===== config.mk =====
export PLATFORM = sky130hd
export DESIGN_NAME = pipeline_stage_sequencer_flat
export DESIGN_NICKNAME = d
export VERILOG_FILES = /design/src/rtl/pipeline_stage_sequencer_pkg.sv /design/src/rtl/pipeline_stage_sequencer_if.sv /design/src/rtl/pipeline_stage_sequencer_hazard_mask_gen.sv /design/src/rtl/pipeline_stage_sequencer.sv /design/src/flat_wrapper.sv
export SDC_FILE = /design/constraint.sdc
export NUM_CORES = 1
export LEC_CHECK = 0
export ABC_AREA = 0
export BUFFER_PORTS_ARGS = -buffer_cell sky130_fd_sc_hd__buf_4
export CAP_MARGIN = 5
export CORE_ASPECT_RATIO = 1.25
export CORE_MARGIN = 8
export CORE_UTILIZATION = 52
export CTS_CLUSTER_DIAMETER = 100
export DETAILED_ROUTE_END_ITERATION = 10
export MAX_ROUTING_LAYER = met4
export PLACE_DENSITY_LB_ADDON = 0.15
export SLEW_MARGIN = 10
export SYNTH_ARGS = -nofsm -noshare
export SYNTH_HDL_FRONTEND = slang
export SYNTH_SLANG_ARGS = --single-unit

===== constraint.sdc =====
create_clock -name clk -period 2.7 [get_ports clk]
set_input_delay 0.27 -clock clk [delete_from_list [all_inputs] [get_ports clk]]
set_output_delay 0.27 -clock clk [all_outputs]
set_load 0.05 [all_outputs]

===== src/rtl/pipeline_stage_sequencer_pkg.sv =====
// Shared definitions for the pipeline stage sequencer: FSM state encoding,
// run-time mode constants and a stage-index range helper.
package pipeline_stage_sequencer_pkg;

    typedef enum logic [1:0] {
        ST_HOLD  = 2'd0,
        ST_SEQ   = 2'd1,
        ST_PIPE  = 2'd2,
        ST_DRAIN = 2'd3
    } seq_state_e;

    localparam logic MODE_SEQUENTIAL = 1'b0;
    localparam logic MODE_PIPELINED  = 1'b1;

    // True when a stage index names a real stage.
    function automatic logic stage_in_range(input logic [31:0] idx, input int unsigned stages);
        return idx < stages;
    endfunction

endpackage


===== src/rtl/pipeline_stage_sequencer_if.sv =====
// Control bundle between the stage sequencer and the CPU datapath.
//   mode, stall_req/stall_stage, flush_req/flush_stage : datapath -> sequencer
//   flush_ack, pc_wren, stage_wren, stage_bubble,
//   ram_wren, reg_wren, retire                        : sequencer -> datapath
// master = sequencer side, slave = datapath side.
interface pipeline_stage_sequencer_if #(
    parameter int unsigned STAGES = 5,
    parameter int unsigned SW     = $clog2(STAGES)
);
    logic              mode;
    logic              stall_req;
    logic [SW-1:0]     stall_stage;
    logic              flush_req;
    logic [SW-1:0]     flush_stage;
    logic              flush_ack;
    logic              pc_wren;
    logic [STAGES-2:0] stage_wren;
    logic [STAGES-2:0] stage_bubble;
    logic              ram_wren;
    logic              reg_wren;
    logic              retire;

    modport master (
        input  mode, stall_req, stall_stage, flush_req, flush_stage,
        output flush_ack, pc_wren, stage_wren, stage_bubble, ram_wren, reg_wren, retire
    );

    modport slave (
        output mode, stall_req, stall_stage, flush_req, flush_stage,
        input  flush_ack, pc_wren, stage_wren, stage_bubble, ram_wren, reg_wren, retire
    );
endinterface


===== src/rtl/pipeline_stage_sequencer_hazard_mask_gen.sv =====
// Combinational stall/flush arbitration and per-pipeline-register masks.
//   stall_req/stall_stage : hazard stall request, stage k
//   flush_req/flush_stage : redirect request, stage f
//   flush_en              : flush may be accepted this cycle
//   stall_c / flush_c     : winning request after arbitration
//   hold_c[i]             : R[i] must not load (i < k)
//   bubble_c[i]           : R[i] loads a NOP (i == k on stall, i < f on flush)
module hazard_mask_gen
    import pipeline_stage_sequencer_pkg::*;
#(
    parameter int unsigned STAGES = 5,
    parameter int unsigned SW     = $clog2(STAGES)
) (
    input  logic              stall_req,
    input  logic [SW-1:0]     stall_stage,
    input  logic              flush_req,
    input  logic [SW-1:0]     flush_stage,
    input  logic              flush_en,
    output logic              stall_c,
    output logic              flush_c,
    output logic [STAGES-2:0] hold_c,
    output logic [STAGES-2:0] bubble_c
);
    localparam int unsigned RW = STAGES - 1;

    logic stall_ok;
    logic flush_ok;

    // Out-of-range indices count as no request; an older (deeper) flush squashes the stall.
    always_comb begin
        stall_ok = stall_req && stage_in_range(32'(stall_stage), STAGES);
        flush_ok = flush_en && flush_req && (flush_stage != '0)
                   && stage_in_range(32'(flush_stage), STAGES);
        flush_c  = flush_ok && (!stall_ok || (flush_stage >= stall_stage));
        stall_c  = stall_ok && !flush_c;
    end

    for (genvar g = 0; g < RW; g++) begin : g_mask
        assign hold_c[g]   = stall_c && (32'(g) < 32'(stall_stage));
        assign bubble_c[g] = (stall_c && (32'(g) == 32'(stall_stage)))
                           || (flush_c && (32'(g) < 32'(flush_stage)));
    end

endmodule


===== src/rtl/pipeline_stage_sequencer.sv =====
// Stage sequencer for a STAGES-deep CPU: sequential (one stage per cycle) or
// pipelined (all stages per cycle with stall/flush), with a clean drain on
// the pipelined-to-sequential switch.
//   clk, reset_n : clock, synchronous active-low reset
//   bus (master) : mode and hazard requests in; PC, pipeline-register,
//                  RAM/register-file commit enables and retire out.
// All outputs are combinational from state, token and requests.
module pipeline_stage_sequencer
    import pipeline_stage_sequencer_pkg::*;
#(
    parameter int unsigned STAGES    = 5,
    parameter int unsigned MEM_STAGE = 3,
    parameter int unsigned SW        = $clog2(STAGES)
) (
    input  logic                        clk,
    input  logic                        reset_n,
    pipeline_stage_sequencer_if.master  bus
);
    localparam int unsigned RW = STAGES - 1;

    seq_state_e        state, state_nx;
    logic [STAGES-1:0] token, token_nx;
    logic [SW-1:0]     drain_cnt, drain_cnt_nx;
    logic              fresh, fresh_nx;

    logic              stall_c;
    logic              flush_c;
    logic [RW-1:0]     hold_c;
    logic [RW-1:0]     bubble_c;

    // Flushes are only accepted in PIPE; DRAIN reuses the stall masks.
    hazard_mask_gen #(
        .STAGES (STAGES),
        .SW     (SW)
    ) u_mask (
        .stall_req   (bus.stall_req),
        .stall_stage (bus.stall_stage),
        .flush_req   (bus.flush_req),
        .flush_stage (bus.flush_stage),
        .flush_en    (state == ST_PIPE),
        .stall_c     (stall_c),
        .flush_c     (flush_c),
        .hold_c      (hold_c),
        .bubble_c    (bubble_c)
    );

    // State, token, drain counter and first-PIPE flag registers.
    always_ff @(posedge clk) begin
        if (!reset_n) begin
            state     <= ST_HOLD;
            token     <= STAGES'(1);
            drain_cnt <= '0;
            fresh     <= 1'b0;
        end else begin
            state     <= state_nx;
            token     <= token_nx;
            drain_cnt <= drain_cnt_nx;
            fresh     <= fresh_nx;
        end
    end

    // Next-state logic.
    always_comb begin
        state_nx     = state;
        token_nx     = token;
        drain_cnt_nx = drain_cnt;
        fresh_nx     = 1'b0;
        unique case (state)
            ST_HOLD: begin
                token_nx = STAGES'(1);
                state_nx = (bus.mode == MODE_PIPELINED) ? ST_PIPE : ST_SEQ;
            end
            ST_SEQ: begin
                token_nx = {token[STAGES-2:0], token[STAGES-1]};
                // Mode is only honoured on the wrap so no instruction is cut short.
                if (token[STAGES-1] && (bus.mode == MODE_PIPELINED)) begin
                    state_nx = ST_PIPE;
                    fresh_nx = 1'b1;
                end
            end
            ST_PIPE: begin
                if (bus.mode == MODE_SEQUENTIAL) begin
                    state_nx     = ST_DRAIN;
                    drain_cnt_nx = SW'(STAGES - 1);
                end
            end
            ST_DRAIN: begin
                if (!stall_c) begin
                    if (drain_cnt <= SW'(1)) begin
                        state_nx     = ST_SEQ;
                        token_nx     = STAGES'(1);
                        drain_cnt_nx = '0;
                    end else begin
                        drain_cnt_nx = drain_cnt - SW'(1);
                    end
                end
            end
            default: state_nx = ST_HOLD;
        endcase
    end

    // Output decode; everything is held low while reset is asserted.
    always_comb begin
        bus.flush_ack    = 1'b0;
        bus.pc_wren      = 1'b0;
        bus.stage_wren   = '0;
        bus.stage_bubble = '0;
        bus.ram_wren     = 1'b0;
        bus.reg_wren     = 1'b0;
        bus.retire       = 1'b0;
        if (reset_n) begin
            unique case (state)
                ST_HOLD: begin
                    bus.stage_wren   = '1;
                    bus.stage_bubble = '1;
                end
                ST_SEQ: begin
                    bus.stage_wren = token[RW-1:0];
                    bus.ram_wren   = token[MEM_STAGE];
                    bus.reg_wren   = token[STAGES-1];
                    bus.pc_wren    = token[STAGES-1];
                    bus.retire     = token[STAGES-1];
                end
                ST_PIPE, ST_DRAIN: begin
                    bus.stage_wren   = ~hold_c;
                    // First PIPE cycle discards stale R contents; DRAIN blocks new fetches.
                    bus.stage_bubble = bubble_c
                                     | (fresh ? ~RW'(1) : RW'(0))
                                     | ((state == ST_DRAIN) ? RW'(1) : RW'(0));
                    bus.pc_wren      = (state == ST_PIPE) && !stall_c;
                    bus.ram_wren     = !(stall_c && (32'(bus.stall_stage) > MEM_STAGE));
                    bus.reg_wren     = !(stall_c && (32'(bus.stall_stage) == STAGES - 1));
                    bus.retire       = !(stall_c && (32'(bus.stall_stage) == STAGES - 1));
                    bus.flush_ack    = flush_c;
                end
                default: ;
            endcase
        end
    end

endmodule

===== src/flat_wrapper.sv =====
// flat-port wrapper written by rule: the top's interface ports become plain ports
module pipeline_stage_sequencer_flat import pipeline_stage_sequencer_pkg::*;
#(
    parameter int unsigned STAGES    = 5,
    parameter int unsigned MEM_STAGE = 3,
    parameter int unsigned SW        = $clog2(STAGES)
)
  (clk, reset_n, bus_mode, bus_stall_req, bus_stall_stage, bus_flush_req, bus_flush_stage, bus_flush_ack, bus_pc_wren, bus_stage_wren, bus_stage_bubble, bus_ram_wren, bus_reg_wren, bus_retire);
  pipeline_stage_sequencer_if #(.STAGES(STAGES), .SW(SW)) bus_i ();
  input  logic clk;
  input  logic reset_n;
  input wire logic [$bits(bus_i.mode)-1:0] bus_mode;
  input wire logic [$bits(bus_i.stall_req)-1:0] bus_stall_req;
  input wire logic [$bits(bus_i.stall_stage)-1:0] bus_stall_stage;
  input wire logic [$bits(bus_i.flush_req)-1:0] bus_flush_req;
  input wire logic [$bits(bus_i.flush_stage)-1:0] bus_flush_stage;
  output wire logic [$bits(bus_i.flush_ack)-1:0] bus_flush_ack;
  output wire logic [$bits(bus_i.pc_wren)-1:0] bus_pc_wren;
  output wire logic [$bits(bus_i.stage_wren)-1:0] bus_stage_wren;
  output wire logic [$bits(bus_i.stage_bubble)-1:0] bus_stage_bubble;
  output wire logic [$bits(bus_i.ram_wren)-1:0] bus_ram_wren;
  output wire logic [$bits(bus_i.reg_wren)-1:0] bus_reg_wren;
  output wire logic [$bits(bus_i.retire)-1:0] bus_retire;
  assign bus_i.mode = bus_mode;
  assign bus_i.stall_req = bus_stall_req;
  assign bus_i.stall_stage = bus_stall_stage;
  assign bus_i.flush_req = bus_flush_req;
  assign bus_i.flush_stage = bus_flush_stage;
  assign bus_flush_ack = bus_i.flush_ack;
  assign bus_pc_wren = bus_i.pc_wren;
  assign bus_stage_wren = bus_i.stage_wren;
  assign bus_stage_bubble = bus_i.stage_bubble;
  assign bus_ram_wren = bus_i.ram_wren;
  assign bus_reg_wren = bus_i.reg_wren;
  assign bus_retire = bus_i.retire;
  pipeline_stage_sequencer #(.STAGES(STAGES), .MEM_STAGE(MEM_STAGE), .SW(SW)) u_core (.clk(clk), .reset_n(reset_n), .bus(bus_i));
endmodule

; ---- Word level (Yosys, flattened, before mapping)
; Cells that the tools add are included.
[word_totals]
ff_bits = 11
out_inout_bits = 13
[op_classes]
eq_ne = 11
magnitude_cmp = 13
addsub = 1
reduce_logical = 42
mux = 28
bitwise = 3
[ops]
columns = operator, count
row1 = $logic_and 1x1->1, 22
row2 = $pmux 5 s3, 1
row3 = $lt 1x3->1 const A, 4
row4 = $lt 2x3->1 const A, 4
row5 = $mux 4, 3
row6 = $pmux 4 s3, 1
row7 = $mux 2, 5
row8 = $mux 5, 2
row9 = $mux 3, 3
row10 = $or 4x4->4, 2
row11 = $pmux 2 s4, 1
row12 = $pmux 4 s2, 1
row13 = $mux 1, 7
row14 = $eq 2x3->1 const A, 2
row15 = $lt 3x3->1 const B, 2
row16 = $pmux 1 s2, 3
row17 = $pmux 3 s2, 1
row18 = $reduce_and 3->1, 2
row19 = $reduce_bool 3->1, 2
row20 = $logic_not 1->1, 5
row21 = $logic_or 1x1->1, 5
row22 = $eq 2x2->1 const B, 2
row23 = $ne 2x1->1 const B, 2
row24 = $ne 2x2->1 const B, 2
row25 = 14 further kinds, 14

; ---- Longest topological paths before layout
[depth]
word_depth = 13
ltp_mapped = 8
depth_no_buf = 7

; ---- Hierarchy
; A second synthesis with hierarchy kept.
[hier_totals]
hier_cells = 141
area_unflattened_um2 = 1102.3
[by_module_without_submodules]
columns = mod, cells_per_inst, area_each_um2, n_inst
row1 = pipeline_stage_sequencer, 103, 857.1, 1
row2 = hazard_mask_gen, 38, 245.2, 1

; ---- Worst setup path before layout
; No wires, ideal clock.
[synth_path]
kind = input -> output
from = input port bus_stall_stage[2]
to = output port bus_retire
stages = 8
t_required_ns = 2.430
slack_ns = -0.036
arrival_ns = 2.466
cell_sequence = inv_1 > ha_1 > nand2_1 > o21ai_1 > a21o_1 > o22ai_1 > a21oi_1 > buf_4
[synth_between]
elab_chain_len = 11
[synth_lines]
columns = element, line_no
row1 = start: declaration, flat_wrapper.sv:14  ; input wire logic [$bits(bus_i.stall_stage)-1:0] bus_stall_stage;
row2 = $lt 3x3->1, pipeline_stage_sequencer_pkg.sv:17  ; return idx < stages;
row3 = $logic_and 1x1->1, pipeline_stage_sequencer_hazard_mask_gen.sv:31  ; stall_ok = stall_req && stage_in_range(32'(stall_stage), STAGES);
row4 = $logic_not 1->1, pipeline_stage_sequencer_hazard_mask_gen.sv:34  ; flush_c = flush_ok && (!stall_ok || (flush_stage >= stall_stage));
row5 = $logic_or 1x1->1, pipeline_stage_sequencer_hazard_mask_gen.sv:34
row6 = $logic_and 1x1->1, pipeline_stage_sequencer_hazard_mask_gen.sv:34
row7 = $logic_not 1->1, pipeline_stage_sequencer_hazard_mask_gen.sv:35  ; stall_c = stall_ok && !flush_c;
row8 = $logic_and 1x1->1, pipeline_stage_sequencer_hazard_mask_gen.sv:35
row9 = $logic_and 1x1->1 *, --
row10 = $logic_not 1->1 *, --
row11 = $pmux 1 s2 *, --
row12 = $mux 1 *, --
row13 = end: declaration, flat_wrapper.sv:23  ; output wire logic [$bits(bus_i.retire)-1:0] bus_retire;
; Every way passes the cells marked *; elsewhere a longest branch is shown, timed or not.

; ---- Worst setup path after layout
[layout_path]
from = register u_core.state[0]
to = output port bus_stage_bubble[2]
[layout_between]
elab_chain_len = 13
[layout_lines]
columns = element, line_no
row1 = start: declaration, pipeline_stage_sequencer.sv:21  ; seq_state_e state, state_nx;
row2 = start signal: assignment, pipeline_stage_sequencer.sv:55  ; state <= state_nx;
row3 = $eq 2x2->1, "pipeline_stage_sequencer.sv:40, pipeline_stage_sequencer.sv:112"
row4 = $logic_and 1x1->1 (2 in a row), pipeline_stage_sequencer_hazard_mask_gen.sv:32  ; flush_ok = flush_en && flush_req && (flush_stage != '0)
row5 = $logic_and 1x1->1, pipeline_stage_sequencer_hazard_mask_gen.sv:33  ; && stage_in_range(32'(flush_stage), STAGES);
row6 = $logic_and 1x1->1, pipeline_stage_sequencer_hazard_mask_gen.sv:34
row7 = $logic_not 1->1, pipeline_stage_sequencer_hazard_mask_gen.sv:35
row8 = $logic_and 1x1->1, pipeline_stage_sequencer_hazard_mask_gen.sv:35
row9 = $logic_and 1x1->1, pipeline_stage_sequencer_hazard_mask_gen.sv:40  ; assign bubble_c[g] = (stall_c && (32'(g) == 32'(stall_stage)))
row10 = $logic_or 1x1->1, pipeline_stage_sequencer_hazard_mask_gen.sv:41  ; || (flush_c && (32'(g) < 32'(flush_stage)));
row11 = $or 4x4->4, pipeline_stage_sequencer.sv:128  ; | (fresh ? ~RW'(1) : RW'(0))
row12 = $or 4x4->4, pipeline_stage_sequencer.sv:129  ; | ((state == ST_DRAIN) ? RW'(1) : RW'(0));
row13 = $pmux 4 s2 *, pipeline_stage_sequencer.sv:112  ; unique case (state)
row14 = $mux 4 *, pipeline_stage_sequencer.sv:111  ; if (reset_n) begin
row15 = end: declaration, flat_wrapper.sv:20  ; output wire logic [$bits(bus_i.stage_bubble)-1:0] bus_stage_bubble;
; Marked as above.

==> results.toml <==
[pwr]
powerDensity_nw_per_um2 = 938
ir_worst_vdd_v = 0.000609
leakage_uw = 0.000516

[yosys]
multiplexer_fraction_of_the_synthesized_cell_area_pct = 4.09
top_cells_by_instance_count_after_synthesis = "19 x sky130_fd_sc_hd__nand2_1, 15 x sky130_fd_sc_hd__a21oi_1, 11 x sky130_fd_sc_hd__dfxtp_1, 11 x sky130_fd_sc_hd__inv_1, 9 x sky130_fd_sc_hd__ha_1"
syn-instance-count = 133
yosys.cell_count.top_type = "sky130_fd_sc_hd__nand2_1"
synth-xor-area-share_pct = 0
synth-edff-count = 0
main_combinational_cell_family_by_area_after_synthesis = "compound AO/OA/AOI/OAI gates"
ys_seq_area_share_pct = 22.5
synthTopCellsByArea = "sky130_fd_sc_hd__dfxtp_1 23%, sky130_fd_sc_hd__ha_1 12%, sky130_fd_sc_hd__a21oi_1 7.7%"
ys.warnings.count = 0
post_synth_instance_area_um2 = 978
synth_fp_nets = 153
synth_seq_cells = 11
ys_async_sr_fraction_pct = 0
synth_cell_types = 37
synth-adder-area-share_pct = 11.5
cell_type_with_the_largest_total_area_after_synthesis = "sky130_fd_sc_hd__dfxtp_1"
synth_area_in_compound_gates_pct = 31.6
synthFlopType = "sky130_fd_sc_hd__dfxtp_1"
syn_area_per_cell_um2 = 7.36
yosys.area.top_type_share_pct = 22.5
synth_simple_gate_area_share_pct = 23.7

[timing]
maxClockFrequency_mhz = 391
setup-violations-final = 0
finalHoldWorstSlack_ns = 0.258
timing.slew.headroom_pct = 61.7
period_needed_ns = 2.56
setup_ws_ns = 0.144
fin_skew_ns = 0.0111
grt_setup_unrepaired = "false"
fin_setup_tns_ns = 0
timing.final.max_slew_violations = 0
max_slew.worst_pin.slew_ns = 0.568
hold_viol_final = 0
period_share_pct = 94.7

[finish]
area_growth_pct = 22.1
filler_cell_count = 171
layoutNonFillerInstCount = 175
seq_area_um2 = 220
final_net_count = 177
area_taken_by_multi_input_logic_gates_um2 = 703
antenna_cells_inserted = 0
layout-drive-gt1-share_pct = 21.8

[routing]
drt_first_iter_violations = 30
route.met2.wl_um = 1200
wire_length_on_met1_um = 1090
routed-via-count = 1058
remaining_drc_errors = 0
routed.top_layer = "met4"
drt_pass1_iterations = 6
vias_per_cell = 6.05
detail_route.wirelength_um = 2510
routed_wire_length_on_met3_um = 162
avgRoutedWirePerCell_um = 14.3
number_of_nets_with_antenna_violations_after_routing = 0

[floorplan]
die_w_um = 54.8
die-area_um2 = 3530
die_height_um = 64.5
placeableCoreArea_um2 = 1770
fp_rows = 17
initial_utilization_pct = 55.4
io_pins = 24

[global_route]
first_global_vias = 995
grt-ovfl-total = 0
globalRouteTotalUtil_pct = 15.1
grt_pass1_wl_um = 4130
pin_count_of_the_biggest_net_entering_global_routing = 13
antenna_found_initial = 0

[setup_path]
timing_endpoint_of_the_critical_path = "bus_stage_bubble[2]"
crit_arrival_ns = 2.29
r2r_setup_slack_ns = 0.62
timing.critical_path.required_ns = 2.43
maximum_fanout_along_the_worst_path = 6
startpoint_type_of_the_worst_setup_path = "flip-flop"
launching_point_of_the_worst_reg2reg_path = "u_core.state[0]"
critical_path.endpoint_type = "primary output"
timing.critical_path.from = "u_core.state[0]"
timing.setup.critical_path_class = "reg2out"
ff2ff_path_depth = 8
critical_path.reg2reg.endpoint = "u_core.drain_cnt[0]"

[clocking]
postCtsSetupRepairBufs = 0
clock-root-buffer = "sky130_fd_sc_hd__clkbuf_4"
clock_path_buffers = 2
numCtsBuffers = 3
tritoncts_sink_count = 11
clock_tree.htree_level_count = 1
cts_repair_resize_count = 0
cts_tree = "built"
cts_hold_repair.buffers = 0
clock_insertion_delay_worst_skew_ns = 0.27
cts_clk_pin_slew_worst_paths_ns = 0.08

[placement]
post-place-cells = 171
pre_cts_ws_ns = 0.287
gp_congestion = 0.894
number_of_buffer_cells_added_on_primary_ports = 23
dp.final_hpwl_um = 2000

[run]
cap_violations = 0

[status]
status = "finished, final reports clean"

[min_path]
holdCritPathClass = "in2reg"
-- critical path: stages (launching register included) --
cell and delay [ns]:
sky130_fd_sc_hd__dfxtp_1 0.37, sky130_fd_sc_hd__inv_1 0.10, sky130_fd_sc_hd__ha_1 0.23, sky130_fd_sc_hd__and4b_4 0.24, sky130_fd_sc_hd__a21o_1 0.24, sky130_fd_sc_hd__or4_1 0.43
sky130_fd_sc_hd__a31oi_2 0.19, sky130_fd_sc_hd__buf_4 0.22
-- sequential cells by signal, summed over array words and instances (netlist names) --
signal and cells:
u_core.fresh 1, u_core.token 5, u_core.drain_cnt 3, u_core.state 2
-- placed cells by master, fill, tap and decap left out, drive strengths merged, types with 2 or more instances in the layout --
master	n
nand2	19
a31oi	4
mux2i	4
ha	9
buf	24
a21oi	15
inv	11
dfxtp	11
clkbuf	4
o21ai	10
a311oi	2
nor3	2
a21o	4
nor3b	2
nor2	9
or3	4
nand3	4
o31ai	3
-- area by class of cell --
class                           count  area share, %
Tap cell                           19           1.99
Timing Repair Buffer               24           15.1
Clock buffer                        4           2.20
Inverter                           11           3.46
Multi-Input combinational cell    106           58.8
Sequential cell                    11           18.4
-- where the power goes --
part	internal, µW	switching (µW)	total, µW	leakage, µW
Clock	57.0	53.5	111	0.0000150
Combinational	266	528	794	0.000411
Sequential	190	25.3	216	0.0000895
-- layer usage --
layer  vias to the layer above  track usage (%)
li1                        530                -
met1                       491             17.5
met2                        31             23.7
met3                         6             2.97
met4                         0             6.79
met5                         -                -
-- stage by stage --
step | power (µW) | instance area, µm² | util (%)
after detailed placement | 1010 | 1170 | 66.2
after global placement | 996 | 1170 | 66.2
after floorplan | 805 | 988 | -
after CTS | 1130 | 1190 | 67.7
after global routing | 1200 | 1190 | 67.7
final | 1120 | 1190 | 67.7
-- worst min path at each step --
stage | from | end | slack (ns) | cells after the start
after global routing | bus_mode | u_core.fresh | 0.28 | 3
after floorplan | bus_mode | u_core.fresh | 0.39 | 2
after CTS | bus_mode | u_core.fresh | 0.25 | 3
after detailed placement | u_core.drain_cnt[1] | u_core.drain_cnt[1] | 0.47 | 2
final | bus_mode | u_core.fresh | 0.26 | 3
after global placement | u_core.drain_cnt[1] | u_core.drain_cnt[1] | 0.46 | 2
-- cells by family (layout without fill, tap and decap cells) --
family | Yosys count | in the layout
compound gates | 46 | 46
flops | 11 | 11
buf+inv | 16 | 39
fa+ha+maj | 9 | 9
mux | 4 | 4
simple gates | 47 | 47
Power figures use the tool's default switching activity.
